$ cat src/rtl/sw_mask_sched_pkg.sv
// Shared constants and FSM encoding for the capacitor select-mask scheduler.
package sw_mask_sched_pkg;

  localparam int CAP_NUM_DEF  = 128;
  localparam int CH_NUM_DEF   = 70;
  localparam int POP_STEP_DEF = 8;
  localparam int POP_W        = $clog2(CAP_NUM_DEF + 1);

  localparam logic [CAP_NUM_DEF-1:0] SW_RST_MASK =
    {{(CAP_NUM_DEF-CH_NUM_DEF){1'b0}}, {CH_NUM_DEF{1'b1}}};

  typedef enum logic [2:0] {
    ST_IDLE,
    ST_COUNT,
    ST_BREAK,
    ST_APPLY,
    ST_SETTLE
  } state_e;

endpackage

$ cat src/rtl/sw_mask_sched_popcnt.sv
// Serial popcount: POP_STEP bits per clock, LSB slice first. done/count are
// combinational on the last slice so the caller can branch on that same edge.
module popcnt_serial
  import sw_mask_sched_pkg::*;
#(
  parameter int CAP_NUM  = CAP_NUM_DEF,
  parameter int POP_STEP = POP_STEP_DEF,
  parameter int CNT_W    = $clog2(CAP_NUM + 1)
) (
  input  logic               clk,
  input  logic               rst_n,
  input  logic               start,
  input  logic [CAP_NUM-1:0] data,
  output logic               done,
  output logic [CNT_W-1:0]   count
);

  localparam int NSLICE = CAP_NUM / POP_STEP;
  localparam int IDX_W  = (NSLICE > 1) ? $clog2(NSLICE) : 1;

  logic [IDX_W-1:0]    idx_q;
  logic [CNT_W-1:0]    acc_q;
  logic                run_q;
  logic [POP_STEP-1:0] slice;
  logic [CNT_W-1:0]    slice_pop;

  assign slice = data[idx_q*POP_STEP +: POP_STEP];

  always_comb begin
    slice_pop = '0;
    for (int i = 0; i < POP_STEP; i++) slice_pop = slice_pop + CNT_W'(slice[i]);
  end

  assign count = acc_q + slice_pop;
  assign done  = run_q && (idx_q == IDX_W'(NSLICE - 1));

  always_ff @(posedge clk or negedge rst_n) begin
    if (!rst_n) begin
      idx_q <= '0;
      acc_q <= '0;
      run_q <= 1'b0;
    end else if (start) begin
      idx_q <= '0;
      acc_q <= '0;
      run_q <= 1'b1;
    end else if (run_q) begin
      acc_q <= count;
      idx_q <= idx_q + 1'b1;
      if (done) run_q <= 1'b0;
    end
  end

endmodule

$ cat src/rtl/sw_mask_sched.sv
// Owns the capacitor select mask: validates/commits new masks and rotates the
// active window in IDLE. Define SW_MASK_SCHED_BBM_EN for break-before-make.
module sw_mask_sched
  import sw_mask_sched_pkg::*;
#(
  parameter int CAP_NUM    = CAP_NUM_DEF,
  parameter int CH_NUM     = CH_NUM_DEF,
  parameter int POP_STEP   = POP_STEP_DEF,
  parameter int SETTLE_CYC = 4,
  parameter int PERIOD_W   = 16
) (
  input  logic                clk,
  input  logic                rst_n,
  input  logic                cfg_valid,
  output logic                cfg_ready,
  input  logic [CAP_NUM-1:0]  cfg_mask,
  input  logic                rot_en,
  input  logic [PERIOD_W-1:0] rot_period,
  output logic [CAP_NUM-1:0]  sw,
  output logic                sw_update,
  output logic                cfg_err,
  output logic                busy
);

  localparam int CNT_W = $clog2(CAP_NUM + 1);
  localparam int SET_W = (SETTLE_CYC > 1) ? $clog2(SETTLE_CYC) : 1;
  localparam logic [CAP_NUM-1:0] RST_MASK = {{(CAP_NUM-CH_NUM){1'b0}}, {CH_NUM{1'b1}}};

  state_e              state_q, state_d;
  logic [CAP_NUM-1:0]  shadow_q, shadow_d;
  logic [CAP_NUM-1:0]  sw_q, sw_d;
  logic                upd_q, upd_d;
  logic                err_q, err_d;
  logic [PERIOD_W-1:0] rot_q, rot_d;
  logic [SET_W-1:0]    set_q, set_d;

  logic                accept;
  logic                pc_done;
  logic [CNT_W-1:0]    pc_count;

  popcnt_serial #(
    .CAP_NUM (CAP_NUM),
    .POP_STEP(POP_STEP),
    .CNT_W   (CNT_W)
  ) u_popcnt (
    .clk  (clk),
    .rst_n(rst_n),
    .start(accept),
    .data (shadow_q),
    .done (pc_done),
    .count(pc_count)
  );

  assign cfg_ready = (state_q == ST_IDLE);
  assign accept    = cfg_valid && cfg_ready;
  assign busy      = (state_q != ST_IDLE);
  assign sw        = sw_q;
  assign sw_update = upd_q;
  assign cfg_err   = err_q;

  always_comb begin
    state_d  = state_q;
    shadow_d = shadow_q;
    sw_d     = sw_q;
    upd_d    = 1'b0;
    err_d    = 1'b0;
    rot_d    = '0;
    set_d    = set_q;
    case (state_q)
      ST_IDLE: begin
        // Accept beats a coincident rotation tick; counter restarts either way.
        if (accept) begin
          shadow_d = cfg_mask;
          state_d  = ST_COUNT;
        end else if (rot_en && (rot_period != '0)) begin
          if (rot_q >= PERIOD_W'(rot_period - 1'b1)) begin
            sw_d  = {sw_q[CAP_NUM-2:0], sw_q[CAP_NUM-1]};
            upd_d = 1'b1;
          end else begin
            rot_d = rot_q + 1'b1;
          end
        end
      end
      ST_COUNT: begin
        if (pc_done) begin
          if (pc_count == CNT_W'(CH_NUM)) begin
`ifdef SW_MASK_SCHED_BBM_EN
            state_d = ST_BREAK;
`else
            state_d = ST_APPLY;
`endif
          end else begin
            err_d   = 1'b1;
            state_d = ST_IDLE;
          end
        end
      end
`ifdef SW_MASK_SCHED_BBM_EN
      ST_BREAK: begin
        // Drop lines leaving the set before any new line is connected.
        sw_d    = sw_q & shadow_q;
        upd_d   = 1'b1;
        state_d = ST_APPLY;
      end
`endif
      ST_APPLY: begin
        sw_d    = shadow_q;
        upd_d   = 1'b1;
        set_d   = '0;
        state_d = ST_SETTLE;
      end
      ST_SETTLE: begin
        if (set_q == SET_W'(SETTLE_CYC - 1)) begin
          set_d   = '0;
          state_d = ST_IDLE;
        end else begin
          set_d = set_q + 1'b1;
        end
      end
      default: state_d = ST_IDLE;
    endcase
  end

  always_ff @(posedge clk or negedge rst_n) begin
    if (!rst_n) begin
      state_q  <= ST_IDLE;
      shadow_q <= '0;
      sw_q     <= RST_MASK;
      upd_q    <= 1'b0;
      err_q    <= 1'b0;
      rot_q    <= '0;
      set_q    <= '0;
    end else begin
      state_q  <= state_d;
      shadow_q <= shadow_d;
      sw_q     <= sw_d;
      upd_q    <= upd_d;
      err_q    <= err_d;
      rot_q    <= rot_d;
      set_q    <= set_d;
    end
  end

endmodule

$ cat config.mk
export PLATFORM = sky130hd
export DESIGN_NAME = sw_mask_sched
export DESIGN_NICKNAME = d
export VERILOG_FILES = /design/src/rtl/sw_mask_sched_pkg.sv /design/src/rtl/sw_mask_sched_popcnt.sv /design/src/rtl/sw_mask_sched.sv
export SDC_FILE = /design/constraint.sdc
export NUM_CORES = 1
export LEC_CHECK = 0
export BUFFER_PORTS_ARGS = -buffer_cell sky130_fd_sc_hd__clkbuf_2
export CAP_MARGIN = 20
export CELL_PAD_IN_SITES_DETAIL_PLACEMENT = 1
export CELL_PAD_IN_SITES_GLOBAL_PLACEMENT = 1
export CORE_MARGIN = 1.5
export CORE_UTILIZATION = 42
export DETAILED_ROUTE_END_ITERATION = 7
export HOLD_SLACK_MARGIN = 0.02
export PLACE_DENSITY_LB_ADDON = 0.1
export SYNTH_ARGS = -nofsm -noshare
export SYNTH_HDL_FRONTEND = slang
export SYNTH_HIERARCHICAL = 1
export SYNTH_SLANG_ARGS = --single-unit
export TNS_END_PERCENT = 100
$ cat constraint.sdc
create_clock -name clk -period 5.3 [get_ports clk]
set_input_delay 0.265 -clock clk [delete_from_list [all_inputs] [get_ports clk]]
set_output_delay 0.265 -clock clk [all_outputs]
set_load 0.05 [all_outputs]
Word level (Yosys, flattened, before mapping)

Cells that the tools add are included.

Shift operators: 1
$lt $le $gt $ge: 1
Reductions and logical operators: 12
Eq/ne operators: 12
Mux-type cells: 29
$add $sub $neg: 12

Operators with widths:

| operator              | count |
|---|---|
| $mux 128              | 3 |
| $pmux 128 s2          | 1 |
| $shiftx 128x8->8      | 1 |
| $mux 16               | 4 |
| $add 8x1->8           | 6 |
| $add 16x1->16 const B | 1 |
| $ge 16x16->1          | 1 |
| $mux 8                | 2 |
| $reduce_bool 16->1    | 1 |
| $sub 16x1->16 const B | 1 |
| $pmux 3 s4            | 1 |
| $mux 1                | 9 |
| $mux 3                | 3 |
| $add 8x8->8           | 1 |
| $eq 8x7->1 const B    | 1 |
| $mux 4                | 2 |
| $ne 2x1->1 const B    | 3 |
| $ne 2x2->1 const B    | 3 |
| $reduce_bool 2->1     | 3 |
| $add 4x1->4 const B   | 1 |
| $eq 4x4->1 const B    | 1 |
| $mux 2                | 2 |
| $pmux 2 s2            | 1 |
| $reduce_and 4->1      | 1 |
| other kinds (12)      | 14 |

Output and inout port bits: 132
Bits in registers: 292
Input port bits: 148
Logic and storage cells: 77

Logic depth before layout (Yosys ltp)

Depth in word-level cells: 13
Gate-level depth with buffers: 19
Depth with buffers taken out: 17

By module

Netlist, hierarchy kept.

Modules (own cells, without submodules):

| module        | cells an instance | instances | area an instance (um^2) |
|---|---|---|---|
| sw_mask_sched | 867               | 1         | 13,196.4 |
| popcnt_serial | 166               | 1         | 2,030.7 |

Worst setup path after synthesis

No wires, ideal clock.

Path type: register -> register
From: register u_popcnt.idx_q[0]
To: register state_q[0]
Arrival: 4.947 ns
Library setup time: 0.082 ns
Path slack: 0.271 ns
Period minus slack after synthesis: 5.029 ns
Required time: 5.218 ns
Cell stages (with the launch flop): 19
Cell sequence: dfrtp_1 -> buf_6 -> mux4_1 -> a22o_1 -> a221oi_1 -> fa_1 -> inv_1 -> fa_1 -> inv_1 -> fa_1 -> fa_1 -> fa_1 -> nor2b_1 -> o21ai_0 -> a21oi_1 -> xor2_1 -> nor4b_1 -> nand2_1 -> a31oi_1

Cells in the longest elaborated chain, start to end: 13
Elaborated cells between the ends (all ways): 17
Those cells by class: add/sub (8); eq/ne (3); shift (1); mux (3); reduce/logical (2)

RTL lines:

| what                     | line                       | text |
|---|---|---|
| start, declared          | sw_mask_sched_popcnt.sv:21 | `logic [IDX_W-1:0] idx_q;` |
| start signal, assigned   | sw_mask_sched_popcnt.sv:48 | `idx_q <= idx_q + 1'b1;` |
| $shiftx 128x8->8 (*)     | sw_mask_sched_popcnt.sv:27 | `assign slice = data[idx_q*POP_STEP +: POP_STEP];` |
| $add 1x1->2              | sw_mask_sched_popcnt.sv:31 | `for (int i = 0; i < POP_STEP; i++) slice_pop = slice_pop + CNT_W'(slice[i]);` |
| $add 8x1->8 (5 in a row) | sw_mask_sched_popcnt.sv:31 |  |
| $add 8x1->8 (*)          | sw_mask_sched_popcnt.sv:31 |  |
| $add 8x8->8 (*)          | sw_mask_sched_popcnt.sv:34 | `assign count = acc_q + slice_pop;` |
| net pc_count[6]          | sw_mask_sched.sv:39        | `logic [CNT_W-1:0] pc_count;` |
| $eq 8x7->1 (*)           | sw_mask_sched.sv:86        | `if (pc_count == CNT_W'(CH_NUM)) begin` |
| $mux 2 (*)               | sw_mask_sched.sv:86        |  |
| $mux 3 (*)               | sw_mask_sched.sv:85        | `if (pc_done) begin` |
| $pmux 3 s4 (*)           | sw_mask_sched.sv:69        | `case (state_q)` |
| end signal, assigned     | sw_mask_sched.sv:134       | `state_q <= state_d;` |
| end, declared            | sw_mask_sched.sv:29        | `state_e state_q, state_d;` |

The timed path passes the listed nets; every way through them passes the cells marked *. The select of a mux whose other input is x is not followed.
A chain may end at the register's enable or synchronous reset.

Worst setup path after layout

Ends and elaborated chain as after synthesis.

==> run metrics <==
Commonest cells post-synth=mux2_2, dfrtp_1, mux2_4; CP endpoint kind=flip-flop; Area contributors post-synth=dfrtp_1, mux2_2, dfstp_2; worst r2r src=u_popcnt/idx_q[0]; ys async rst share=100%; global-route wire length before repair=68.4 mm; hold path endpoint=shadow_q[122]; vias per inst=5.29; hold_sp=cfg_mask[122]; Clock Skew=0.0138 ns; startpoint types=flip-flop; # clock sinks=roughly 300; Multi-input gate area=about 7400 um^2; core area=35700 um^2; Slowest cell on crit path=mux4_1; Clock transition at path regs=0.06 ns; post-synthesis cell area=15200 um^2; maximum buffer depth of the clock tree=3; TritonCTS Buffers=36; Yosys reg bits=292; hold path depth=2; largest net degree at the start of global routing=127; flop2flop setup slack=0.34 ns; maximum VDD drop=0.607 mV; final hold vios=0; CP cell instances=mux4_1, a22o_1, a221oi_2, fa_1, inv_1, fa_1, inv_1, fa_1, fa_2, fa_2, nor2b_1, o21ai_1, a21oi_2, xor2_1, nor4b_4, nand2_1, a31oi_1; critical path peak fanout=7; Synth warnings=6; Max-slew headroom=31.5%; number of diodes=0; Worst-Margin Slew=1.03 ns; vias in the first global route=11200; Yosys cell types=62; Max-Cap Viols=0; CP required=between 5 and 6 ns; fill cell count=3551; via count=10100; layout cells sized above 1=57.7%; Die H=193 um; Seq. cell area=7400 um^2; crit-path max cell delay=a little under 0.6 ns; CTS tree=built; count leader, synth=mux2_2; failing checks=design-rule violations; GP Congestion=0.778; wire per inst=22.8 um; initial antenna violation count=1; Post-Route Setup TNS=0 ns; Buf/Inv on CP=2; crit path DAT=5.39 ns; number of I/O port buffers=279; fin. max-slew vios=0; final worst-path cycle share=93.7%; Cell Pwr Density=499 nW/um^2; Skew-Pair Late Insertion Delay=0.51 ns; EDFF count, synth=0; GRT overflow=0; DR DRC count=10; ANT nets after route=0; final setup violation count=0; H-tree depth=2; post-detail-place hpwl=approximately 31 mm; syn_nets=1212; Tot Pwr=9.68 mW; Tightest Hold Check Type=in2reg; P_leak=9.49 nW; crit-path most repeated cell=fa_1; post-synth top area cell=dfrtp_1; synthesis-to-finish area growth=27.4%; WHS=between 0.03 and 0.04 ns; DRT Wirelength=43.8 mm; chip width=193 um; Die Area=37400 um^2; RSZ-0062 raised after global routing=false; post-synthesis cell count=~1000; syn_area_per_cell=around 15 um^2; R2R Path End=state_q[0]; I/O pin count=280; sequential area share after synthesis=48.6%; path depth of the worst reg2reg path=17; Root Buffer=clkbuf_16; Nets=1609; final worst slack=0.336 ns; outcome=finished, violations left; max frequency=0.201 GHz; top_reg_cell synth=dfrtp_1; top cell type's share of synthesized area=36.5%; overall routing resource usage=23.7%; dpl ws=-0.129 ns; starting density of the core=between 40% and 50%; drt pass-1 iters=7; Final min period=4.96 ns; Iter 0 DRT Violations=519; Placement Rows=69; Worst path top cell family by delay=adder cells; Worst Setup Path Type=reg2reg
==> cell type report <==
type                            instances  area share (%)
Clock inverter                         11           0.613
Inverter                               20           0.387
Timing Repair Buffer                  416            14.4
Multi-Input combinational cell        664            38.0
Clock buffer                           54            5.46
Tap cell                              461            2.97
Sequential cell                       292            38.1
==> where the power goes <==
| part | total [mW] | switching, mW | leakage [nW] | internal [mW] |
|---|---|---|---|---|
| registers | 3.42 | 0.640 | 3.57 | 2.78 |
| clock network | 2.44 | 0.958 | 0.579 | 1.48 |
| logic | 3.81 | 1.75 | 5.34 | 2.07 |
| total | 9.68 | 3.34 | 9.49 | 6.33 |
==> metrics by stage <==
| stage | std cells | utilization (%) | instance area [um^2] |
|---|---|---|---|
| floorplan | 1033 | - | 15200 |
| global placement | 1734 | 47.6 | 17000 |
| detailed placement | 1734 | 47.6 | 17000 |
| CTS | 1915 | 54.2 | 19300 |
| global route | 1918 | 54.4 | 19400 |
| finish | 1918 | 54.4 | 19400 |
==> layer usage <==
layer | up-vias | track usage [%] | share of wire (%)
met5 | - | 0 | 0
met4 | 0 | 6.27 | 2.3
met3 | 54 | 3.75 | 4.8
met2 | 236 | 39.8 | 49
met1 | 5256 | 31.9 | 44
li1 | 4599 | - | -
==> layout by cell type, fill, tap and decap left out, drive strengths merged, types with 4 or more instances in the layout <==
cell / n
a21oi: 8
and3: 5
buf: 21
clkbuf: 332
clkinv: 6
dfrtp: 222
dfstp: 70
dlygate4sd3: 117
fa: 5
ha: 26
inv: 22
mux2: 387
mux4: 32
nand2: 23
nand2b: 4
nand3: 10
nor2: 41
nor2b: 7
nor3: 7
nor4: 5
nor4b: 4
o21ai: 9
xnor2: 17
xor2: 19
==> logic make-up after synthesis <==
logic type                 after synthesis  share of synthesized area (%)
muxes                                  422                           36.6
DFF                                    292                           48.6
and+or+nand+nor                        125                           4.25
buffers and inverters                   77                           3.36
AOI/OAI and AO/OA                       50                           2.36
xor gates and xnor gates                36                           2.07
adders and majority gates               31                           2.79
==> state kept, by name (all words and copies together), names as in the netlist <==
signal and count:
sw 128, cfg_err 1, rot_q 16, u_popcnt/run_q 1, state_q 3, u_popcnt/idx_q 4, set_q 2, u_popcnt/acc_q 8
sw_update 1, shadow_q 128
==> what timing repair did <==
action,4_1_cts,5_1_grt
hold endpoints to repair,177,2
setup endpoints to repair,3,5
buffers inserted,1,1
hold buffers,115,2
resized for setup,3,7
pin swaps,0,2
==> worst max path at each step <==
stage | start | to | slack (ns) | cells after the start
after global routing | u_popcnt/idx_q[0] | state_q[0] | 0.04 | 17
after global placement | u_popcnt/idx_q[0] | state_q[0] | -0.04 | 17
after floorplan | u_popcnt/idx_q[0] | state_q[0] | 0.27 | 18
final | u_popcnt/idx_q[0] | state_q[0] | 0.34 | 17
after detailed placement | u_popcnt/idx_q[0] | state_q[0] | -0.13 | 17
after CTS | u_popcnt/idx_q[0] | state_q[0] | 0.002 | 17
No activity file was read; power rests on OpenSTA's default activity.
